--- src/rtl/uart_pkg.sv ---
// Shared UART definitions: transmit sequencer state encoding and width helpers.
// Latency: n/a (types, constants and constant functions only).
// Backpressure: n/a.
package uart_pkg;

  // Transmit sequencer states; the encoding is shared with the register block.
  typedef enum logic [1:0] {
    ST_IDLE      = 2'b00,
    ST_WAIT_DONE = 2'b01,
    ST_GAP       = 2'b10
  } tx_state_e;

  // Occupancy counter width: it must be able to represent a completely full FIFO.
  function automatic int level_width(input int depth);
    return $clog2(depth) + 1;
  endfunction

  // Inter-frame gap counter width. The counter is loaded with gap-1, so it
  // never holds more than gap-1. Keep at least one bit so the port is never empty.
  function automatic int gap_cnt_width(input int gap);
    return (gap < 2) ? 1 : $clog2(gap);
  endfunction

  // Transmitter bit counter width: start bit + payload + stop bit.
  function automatic int bit_cnt_width(input int data_bits);
    return $clog2(data_bits + 2);
  endfunction

endpackage

--- src/rtl/uart_sync_fifo.sv ---
// Synchronous FIFO with flush, occupancy level and a head word that is always readable.
// Latency: a pushed word is visible at head and in level one edge after the push.
// Backpressure: pushes while full are dropped and flagged on drop; pops while empty are ignored; flush wins over both.
module uart_sync_fifo
  import uart_pkg::*;
#(
  parameter int DATA_BITS  = 8,
  parameter int FIFO_DEPTH = 16,
  localparam int LVL_W     = level_width(FIFO_DEPTH),
  localparam int PTR_W     = $clog2(FIFO_DEPTH)
) (
  input  logic                 PCLK,
  input  logic                 PRESETn,
  input  logic                 push,
  input  logic [DATA_BITS-1:0] push_data,
  input  logic                 pop,
  input  logic                 flush,
  output logic [DATA_BITS-1:0] head,
  output logic [LVL_W-1:0]     level,
  output logic                 full,
  output logic                 empty,
  output logic                 drop
);

  logic [DATA_BITS-1:0] r_mem [FIFO_DEPTH];
  logic [PTR_W-1:0]     r_wr_ptr;
  logic [PTR_W-1:0]     r_rd_ptr;
  logic [LVL_W-1:0]     r_level;

  logic w_full;
  logic w_empty;
  logic w_push;
  logic w_pop;

  // Fullness and emptiness come from the pre-edge level, so a push and a pop
  // in the same cycle are each judged against the level before the edge.
  assign w_full  = (r_level == LVL_W'(FIFO_DEPTH));
  assign w_empty = (r_level == '0);
  assign w_push  = push && !w_full && !flush;
  assign w_pop   = pop && !w_empty && !flush;

  assign head  = r_mem[r_rd_ptr];
  assign level = r_level;
  assign full  = w_full;
  assign empty = w_empty;
  assign drop  = push && w_full && !flush;

  // Storage array; not reset, because only entries that have been written are ever read.
  always_ff @(posedge PCLK) begin
    if (w_push) begin
      r_mem[r_wr_ptr] <= push_data;
    end
  end

  // Pointers wrap naturally because the depth is a power of two; flush rewinds both.
  always_ff @(posedge PCLK or negedge PRESETn) begin
    if (!PRESETn) begin
      r_wr_ptr <= '0;
      r_rd_ptr <= '0;
    end else if (flush) begin
      r_wr_ptr <= '0;
      r_rd_ptr <= '0;
    end else begin
      if (w_push) begin
        r_wr_ptr <= r_wr_ptr + PTR_W'(1);
      end
      if (w_pop) begin
        r_rd_ptr <= r_rd_ptr + PTR_W'(1);
      end
    end
  end

  // Occupancy: a simultaneous push and pop leaves the level unchanged.
  always_ff @(posedge PCLK or negedge PRESETn) begin
    if (!PRESETn) begin
      r_level <= '0;
    end else if (flush) begin
      r_level <= '0;
    end else begin
      case ({w_push, w_pop})
        2'b10:   r_level <= r_level + LVL_W'(1);
        2'b01:   r_level <= r_level - LVL_W'(1);
        default: r_level <= r_level;
      endcase
    end
  end

endmodule

--- src/rtl/uart_tx_scheduler.sv ---
// Transmit sequencer: buffers bus bytes, launches one frame at a time, then enforces an inter-frame gap.
// Latency: a byte written into an empty FIFO launches (tx_en) two edges after its write; the next launch comes GAP_CLKS+1 edges after tx_done.
// Backpressure: writes while the FIFO is full are dropped and set sticky overflow; launches wait for enable and for the previous frame plus gap.
module uart_tx_scheduler
  import uart_pkg::*;
#(
  parameter int DATA_BITS  = 8,
  parameter int FIFO_DEPTH = 16,
  parameter int GAP_CLKS   = 0,
  localparam int LVL_W     = level_width(FIFO_DEPTH),
  localparam int GAP_W     = gap_cnt_width(GAP_CLKS)
) (
  input  logic                 PCLK,
  input  logic                 PRESETn,
  input  logic                 enable,
  input  logic                 flush,
  input  logic                 wr_en,
  input  logic [DATA_BITS-1:0] wr_data,
  input  logic                 ovf_clr,
  input  logic                 tx_busy,
  input  logic                 tx_done,
  output logic                 tx_en,
  output logic [DATA_BITS-1:0] tx_data,
  output logic                 fifo_empty,
  output logic                 fifo_full,
  output logic [LVL_W-1:0]     fifo_level,
  output logic                 overflow,
  output logic                 frame_sent,
  output logic                 idle
);

  tx_state_e            r_state;
  logic [GAP_W-1:0]     r_gap_cnt;
  logic                 r_tx_en;
  logic [DATA_BITS-1:0] r_tx_data;
  logic                 r_overflow;
  logic                 r_frame_sent;

  logic [DATA_BITS-1:0] w_head;
  logic                 w_fifo_empty;
  logic                 w_fifo_full;
  logic [LVL_W-1:0]     w_fifo_level;
  logic                 w_drop;
  logic                 w_launch;

  // A launch pops the head on the same edge that registers tx_en, so the level
  // already reflects the departed byte when tx_en is seen high.
  assign w_launch = (r_state == ST_IDLE) && enable && !w_fifo_empty && !flush;

  uart_sync_fifo #(
    .DATA_BITS (DATA_BITS),
    .FIFO_DEPTH(FIFO_DEPTH)
  ) u_fifo (
    .PCLK     (PCLK),
    .PRESETn  (PRESETn),
    .push     (wr_en),
    .push_data(wr_data),
    .pop      (w_launch),
    .flush    (flush),
    .head     (w_head),
    .level    (w_fifo_level),
    .full     (w_fifo_full),
    .empty    (w_fifo_empty),
    .drop     (w_drop)
  );

  // Launch / wait-for-done / gap sequencer with registered handshake outputs.
  // flush empties only the FIFO: a frame already launched still runs to tx_done and its gap.
  always_ff @(posedge PCLK or negedge PRESETn) begin
    if (!PRESETn) begin
      r_state      <= ST_IDLE;
      r_gap_cnt    <= '0;
      r_tx_en      <= 1'b0;
      r_tx_data    <= '0;
      r_frame_sent <= 1'b0;
    end else begin
      r_tx_en      <= 1'b0;
      r_frame_sent <= 1'b0;
      case (r_state)
        ST_IDLE: begin
          if (w_launch) begin
            r_tx_en   <= 1'b1;
            r_tx_data <= w_head;
            r_state   <= ST_WAIT_DONE;
          end
        end
        ST_WAIT_DONE: begin
          if (tx_done) begin
            r_frame_sent <= 1'b1;
            if (GAP_CLKS == 0) begin
              r_state <= ST_IDLE;
            end else begin
              r_gap_cnt <= GAP_W'(GAP_CLKS - 1);
              r_state   <= ST_GAP;
            end
          end
        end
        ST_GAP: begin
          if (r_gap_cnt == '0) begin
            r_state <= ST_IDLE;
          end else begin
            r_gap_cnt <= r_gap_cnt - GAP_W'(1);
          end
        end
        default: begin
          r_state <= ST_IDLE;
        end
      endcase
    end
  end

  // Sticky overflow: a dropped write wins over a clear in the same cycle.
  always_ff @(posedge PCLK or negedge PRESETn) begin
    if (!PRESETn) begin
      r_overflow <= 1'b0;
    end else if (w_drop) begin
      r_overflow <= 1'b1;
    end else if (ovf_clr) begin
      r_overflow <= 1'b0;
    end
  end

  assign tx_en      = r_tx_en;
  assign tx_data    = r_tx_data;
  assign fifo_empty = w_fifo_empty;
  assign fifo_full  = w_fifo_full;
  assign fifo_level = w_fifo_level;
  assign overflow   = r_overflow;
  assign frame_sent = r_frame_sent;
  assign idle       = (r_state == ST_IDLE) && w_fifo_empty && !tx_busy;

endmodule

--- config.mk ---
export PLATFORM = sky130hd
export DESIGN_NAME = uart_tx_scheduler
export DESIGN_NICKNAME = d
export VERILOG_FILES = /design/src/rtl/uart_pkg.sv /design/src/rtl/uart_sync_fifo.sv /design/src/rtl/uart_tx_scheduler.sv
export SDC_FILE = /design/constraint.sdc
export NUM_CORES = 1
export LEC_CHECK = 0
export CAP_MARGIN = 30
export CELL_PAD_IN_SITES_DETAIL_PLACEMENT = 0
export CELL_PAD_IN_SITES_GLOBAL_PLACEMENT = 1
export CORE_UTILIZATION = 55
export DETAILED_ROUTE_END_ITERATION = 12
export PLACE_DENSITY_LB_ADDON = 0.1
export SLEW_MARGIN = 30
export SYNTH_ARGS = -nofsm -noshare
export SYNTH_HDL_FRONTEND = slang
export SYNTH_SLANG_ARGS = --single-unit
--- constraint.sdc ---
create_clock -name PCLK -period 6.39 [get_ports PCLK]
set_input_delay 0.639 -clock PCLK [delete_from_list [all_inputs] [get_ports PCLK]]
set_output_delay 0.639 -clock PCLK [all_outputs]
set_load 0.01 [all_outputs]
==> flow_summary.toml, run 1 <==
[grt]
track_usage_pct = 23.1
grt_max_degree = 36
overflow = 0
grt_pass1_wl_um = 18500
antenna_found_initial = 0
grt_pass1_vias = 3265

[setup_path]
critPathSlowestCell = "clkdlybuf4s50_1"
max_stage_delay_ns = 0.70
path_class = "in -> reg"
critPathArrivalTime_ns = 3.37
end_kind = "flip-flop"
r2r_cells = 9
start_kind = "input pin"
cp_max_fo = 16
cp.required_ns = 6.68
crit_chain = "clkdlybuf4s50_1 > nor3b_1 > o211ai_4 > xnor2_1 > ha_1 > or3_2 > a21oi_1 > mux2i_1 > o21ai_1 > o31ai_1"

[power]
max-vdd-ir-drop_uv = 283
p_per_area_mw_per_mm2 = 391
power.static_leakage_nw = 2.50

[route]
wire_per_inst_um = 22.2
vias_per_cell = 5.83
vias = 3184
drcViolationCount = 0
drt_iter0_drc = 323
dr.pass1.iters = 4
postRouteAntennaNets = 0
postRouteWirelength_um = 12100

[cts]
cts_hold_buf = 0
cts_sinks = 153
postCtsSetupBuffers = 0
cts_resized = 0
cts_buffers = 17
cts-root-buf = "clkbuf_16"
clkTransAtPathRegs_ns = 0.06
clock_tree.buffer_depth = 2
htreeDepth = 4
clk_latency_ns = 0.42
cts_tree = "built"

[synth]
synthArstFlopShare_pct = 16.3
ys_types = 44
synth_edf_count = 128
ys.flop_type = "edfxtp_1"
synth.top_cell.area_share_pct = 61.1
yosys_warnings = 0
synth-compound-area-share_pct = 3.40
ys_ff_latch = 153
syn_inst = 351
seq_area_frac_synth_pct = 71.1
muxShareOfSynthArea_pct = 15.0
synth_adder_area_share_pct = 1.39
synthSimpleGateAreaFrac_pct = 5.47
synthTopCellsByArea = "edfxtp_1 61%, mux4_2 11%, dfrtp_1 10%, mux2_2 2.9%, nor2_1 2.6%"
avgSynthCellArea_um2 = 17.9
syn_nets = 374
mappedNetlistArea_mm2 = 0.00629
synth_xor_area_share_pct = 1.39
synth_top_family_by_area = "multiplexers"
synth_top_area_cell = "edfxtp_1"

[run_status]
outcome = "complete, no violations"

[final_layout]
drive_gt1_share_pct = 23.6
area_growth_pct = 16.7
diodes = 0
nFillCells = 745
fin_nets = 416

[sta]
setup_viol_count_final = 0
post-route-period-util_pct = 48.2
timing.fmax_mhz = 325
clock_skew_ns = 0.00512
final.setup.tns_ns = 0
finalHoldViolCount = 0
rsz0062_at_grt = "false"
drv_slew = 0
slew_headroom_pct = 39.0
timing.hold.ws_ns = 0.497
worst_pin_slew_ns = 0.911
fin_crit_ns = 3.08
fin_ws_ns = 3.31

[hold_path]
min_path_type = "reg -> reg"
whs_path_depth = 2

[floorplan]
coreArea_mm2 = 0.0110
die_y_um = 109
ios = 35
die_w_um = 109
num_rows = 38
die-area_mm2 = 0.0119
initial_core_util_pct = 57.2

[placed_design]
pre_cts_ws_ns = 2.88
dp_hpwl_um = 7570
port_buffers = 34
gp_congestion = 0.721

[job]
max_cap_violations = 0
[path summary, 6_finish.rpt]
check                      slack (ns)       startpoint            endpoint
hold / removal                   0.50       tx_data[2]          tx_data[2]
hold reg to reg                  0.50       tx_data[2]          tx_data[2]
min in group asynchronous        0.58          PRESETn     u_fifo.level[4]
max in group asynchronous        5.52          PRESETn  u_fifo.r_rd_ptr[0]
setup / recovery                 3.31            flush     u_fifo.level[4]
setup reg to reg                 3.68  u_fifo.level[1]     u_fifo.level[4]
[cells in the mapped netlist (all sizes together), types with 2 or more instances]
cell type	n
inv	8
nand4	2
nor2	43
edfxtp	128
mux2i	4
o21a	2
nand2b	6
clkbuf	7
mux4	32
mux2	16
o21ai	2
dfrtp	25
o22ai	9
xor2	6
ha	7
nor2b	2
nor3	5
xnor2	4
a21oi	5
buf	11
nand2	10
o211ai	2
[cell type report]
| type | instances | area (um^2) | area share, % |
|---|---|---|---|
| Clock buffer | 18 | 429 | 5.85 |
| Clock inverter | 14 | 156 | 2.13 |
| Inverter | 8 | 30.0 | 0.409 |
| Multi-Input combinational cell | 172 | 1680 | 22.9 |
| Sequential cell | 153 | 4470 | 60.9 |
| Tap cell | 140 | 175 | 2.39 |
| Timing Repair Buffer | 41 | 393 | 5.36 |
[kinds of logic after synthesis]
kind of cell	after synthesis
AO/OA/AOI/OAI	28
XOR/XNOR	10
adder cells (fa/ha/maj)	7
buffers and inverters	26
flip-flops	153
multiplexers	52
AND/OR/NAND/NOR	75
[per-stage QoR]
step | instances | util, % | power, mW | instance area, um^2
final | 546 | 66.8 | 2.87 | 7340
after global placement | 514 | 61.4 | 1.91 | 6740
after global routing | 546 | 66.8 | 3.01 | 7340
after CTS | 546 | 66.7 | 2.90 | 7330
after floorplan | 351 | - | 1.70 | 6290
after detailed placement | 514 | 61.4 | 1.91 | 6740
[registers in the layout (all words and copies together), names as in the netlist]
signal and flops:
u_fifo.level 5, u_fifo.r_wr_ptr 4, u_fifo.r_rd_ptr 4, r_state 1, frame_sent 1, overflow 1
tx_data 8, u_fifo.r_mem 128, tx_en 1
[routing by layer]
layer / part of all wire, % / global-route usage (%) / vias to the layer above
li1: - / - / 1452
met1: 45 / 32.8 / 1616
met2: 48 / 34.3 / 100
met3: 5.9 / 6.58 / 16
met4: 1.4 / 8.40 / 0
met5: 0 / 0 / -
[critical path, delay by kind of cell]
kind	cells	cell delay (ns)
adders and majority gates	1	0.22
muxes	1	0.10
AOI/OAI and AO/OA	4	0.54
and+or+nand+nor	2	0.99
buffers and inverters	1	0.70
xor gates and xnor gates	1	0.17
[layout by cell type, fill, tap and decap left out, types with 2 or more instances in the layout]
master           count
edfxtp_1           128
nor2_1              42
clkdlybuf4s50_1     34
mux4_2              32
dfrtp_1             24
clkbuf_16           17
mux2_2              16
nand2_1             10
o22ai_1              9
inv_1                8
ha_1                 7
buf_4                7
nand2b_1             6
xor2_1               6
clkinv_2             6
a21oi_1              5
xnor2_1              4
nor3_1               4
mux2i_1              4
bufinv_16            3
nor2b_1              2
o21ai_1              2
nand4_1              2
clkinvlp_4           2
clkinv_4             2
[report_power, final]
part,total [mW],switching (mW),internal [mW]
clock,0.984,0.377,0.608
combinational,0.683,0.321,0.362
sequential,1.20,0.0606,1.14
total,2.87,0.758,2.11
(Power assumes the default switching activity.)
==> run 2: changes to the inputs <==
--- a/config.mk
+++ b/config.mk
@@ -8,7 +8,7 @@
 export CAP_MARGIN = 30
 export CELL_PAD_IN_SITES_DETAIL_PLACEMENT = 0
 export CELL_PAD_IN_SITES_GLOBAL_PLACEMENT = 1
-export CORE_UTILIZATION = 55
+export CORE_UTILIZATION = 51
 export DETAILED_ROUTE_END_ITERATION = 12
 export PLACE_DENSITY_LB_ADDON = 0.1
 export SLEW_MARGIN = 30
==> constraint.sdc (replaced) <==
create_clock -name PCLK -period 3.1 [get_ports PCLK]
set_input_delay 0.31 -clock PCLK [delete_from_list [all_inputs] [get_ports PCLK]]
set_output_delay 0.31 -clock PCLK [all_outputs]
set_load 0.01 [all_outputs]
==> flow_summary.toml, run 2 (synthesized netlist as in run 1, its figures left out) <==
[power]
p_per_area_mw_per_mm2 = 800
p_comb_share_pct = 23.8
power.static_leakage_nw = 2.58
power_frac_seq_pct = 41.6
max-vdd-ir-drop_uv = 475
p_clk_share_pct = 34.6
power.switching_mw = 1.52
p_sw_share_pct = 25.4
internal-power_mw = 4.45

[final_layout]
stdcell_area_mm2 = 0.00747
layout_commonest_cell = "edfxtp_1"
largest_reg_flops = 128
top_register = "u_fifo.r_mem"
drive_gt1_share_pct = 24.5
diodes = 0
area_growth_pct = 18.8
layout_common_cells = "128 x edfxtp_1, 43 x nor2_1, 34 x clkdlybuf4s50_1"
nFillCells = 904
fin_nets = 431
fin_cells = 567

[sta]
slew_headroom_pct = 58.1
clock_skew_ns = 0.00587
setup_viol_count_final = 0
drv_slew = 0
fin_crit_ns = 2.68
finalHoldViolCount = 0
timing.fmax_mhz = 374
rsz0062_at_grt = "false"
fin_ws_ns = 0.423
worst_pin_slew_ns = 0.627
final.setup.tns_ns = 0
post-route-period-util_pct = 86.3
timing.hold.ws_ns = 0.286

[route]
dr.pass1.iters = 4
vias = 3203
postRouteWirelength_um = 11900
vias_per_cell = 5.65
postRouteAntennaNets = 0
drt_iter0_drc = 206
wire_per_inst_um = 20.9
drcViolationCount = 0

[setup_path]
critical-path-top-delay-family = "simple AND/OR/NAND/NOR gates"
critPathArrivalTime_ns = 2.96
start_kind = "flip-flop"
r2r_cells = 9
critPathSlowestCell = "or4_4"
cp.required_ns = 3.38
cp_max_fo = 9
crit_chain = "or4_4 > o211ai_4 > xnor2_1 > ha_1 > or3_2 > a21oi_1 > mux2i_1 > o21ai_1 > o31ai_1"
max_stage_delay_ns = 0.62
timing.rr.start = "u_fifo.level[1]"
crit_buf_inv = 0
reg2reg_to = "u_fifo.level[4]"
end_kind = "flip-flop"
rrSetupSlack_ns = 0.42
path_class = "reg -> reg"

[cts]
cts_resized = 0
cts_tree = "built"
clkTransAtPathRegs_ns = 0.06
cts_sinks = 153
cts_hold_buf = 0
postCtsSetupBuffers = 0
clk_latency_ns = 0.42
cts_buffers = 17
clock_tree.buffer_depth = 2
cts-root-buf = "clkbuf_16"
htreeDepth = 4

[grt]
grt_pass1_vias = 3268
overflow = 0
grt_max_degree = 36
antenna_found_initial = 0
track_usage_pct = 20.9
grt_pass1_wl_um = 18900

[placed_design]
dp.cells = 536
pre_cts_ws_ns = 0.251
gp_congestion = 0.761
dp_hpwl_um = 7530
port_buffers = 34
place_area_mm2 = 0.00688

[floorplan]
die-area_mm2 = 0.0128
initial_core_util_pct = 52.3
num_rows = 40
coreArea_mm2 = 0.0120
die_y_um = 113
die_w_um = 113
ios = 35

[run_status]
outcome = "complete, no violations"

[hold_path]
min_path_type = "in -> async"

[job]
max_cap_violations = 0
-- run 2: worst max path at each step --
stage                         start              end  slack [ns]  cells past startpoint
floorplan           u_fifo.level[1]  u_fifo.level[4]        0.50                     10
global placement             enable  u_fifo.level[4]        0.28                     10
detailed placement           enable  u_fifo.level[4]        0.25                     10
CTS                 u_fifo.level[1]  u_fifo.level[4]        0.42                      9
global route        u_fifo.level[1]  u_fifo.level[4]        0.26                      9
finish              u_fifo.level[1]  u_fifo.level[4]        0.42                      9
-- run 2: worst reg2reg max path, delay by kind of cell (launching register included) --
kind,cells,cell delay (ns)
compound gates,4,0.62
xor+xnor,1,0.10
fa+ha+maj,1,0.22
flops,1,0.48
mux,1,0.09
simple gates,2,1.03
-- run 2: cell type report --
type / instances / area (um^2) / area share [%]
Sequential cell: 153 / 4470 / 59.9
Multi-Input combinational cell: 172 / 1670 / 22.4
Clock buffer: 20 / 437 / 5.85
Clock inverter: 11 / 154 / 2.06
Tap cell: 147 / 184 / 2.46
Inverter: 8 / 30.0 / 0.402
Timing Repair Buffer: 56 / 518 / 6.94
-- run 2: power by group through the flow --
stage / Sequential (mW) / Clock (mW) / Combinational, mW
global placement: 2.52 / 0 / 1.43
global route: 2.50 / 2.18 / 1.54
detailed placement: 2.52 / 0 / 1.44
finish: 2.48 / 2.07 / 1.42
floorplan: 2.51 / 0 / 0.995
CTS: 2.48 / 2.10 / 1.45
-- run 2: routing by layer --
metal	wire length, um	global-route usage, %	up-vias
li1	-	-	1480
met1	5340	28.9	1632
met2	5710	33.0	80
met3	654	4.66	11
met4	142	7.63	0
met5	0	0	-
-- run 2: stage by stage --
stage / power, mW / util [%]
after floorplan: 3.51 / -
after detailed placement: 3.96 / 57.3
after global placement: 3.95 / 57.3
final: 5.97 / 62.2
after global routing: 6.23 / 62.2
after CTS: 6.03 / 62.2
==> run 3: changes to the inputs <==
--- a/config.mk
+++ b/config.mk
@@ -8,6 +8,7 @@
 export CAP_MARGIN = 30
 export CELL_PAD_IN_SITES_DETAIL_PLACEMENT = 0
 export CELL_PAD_IN_SITES_GLOBAL_PLACEMENT = 1
+export CORE_MARGIN = 1
 export CORE_UTILIZATION = 51
 export DETAILED_ROUTE_END_ITERATION = 12
 export PLACE_DENSITY_LB_ADDON = 0.1
==> results of run 3 <==
The final DEF is identical to that of run 2; final timing and power are the same.
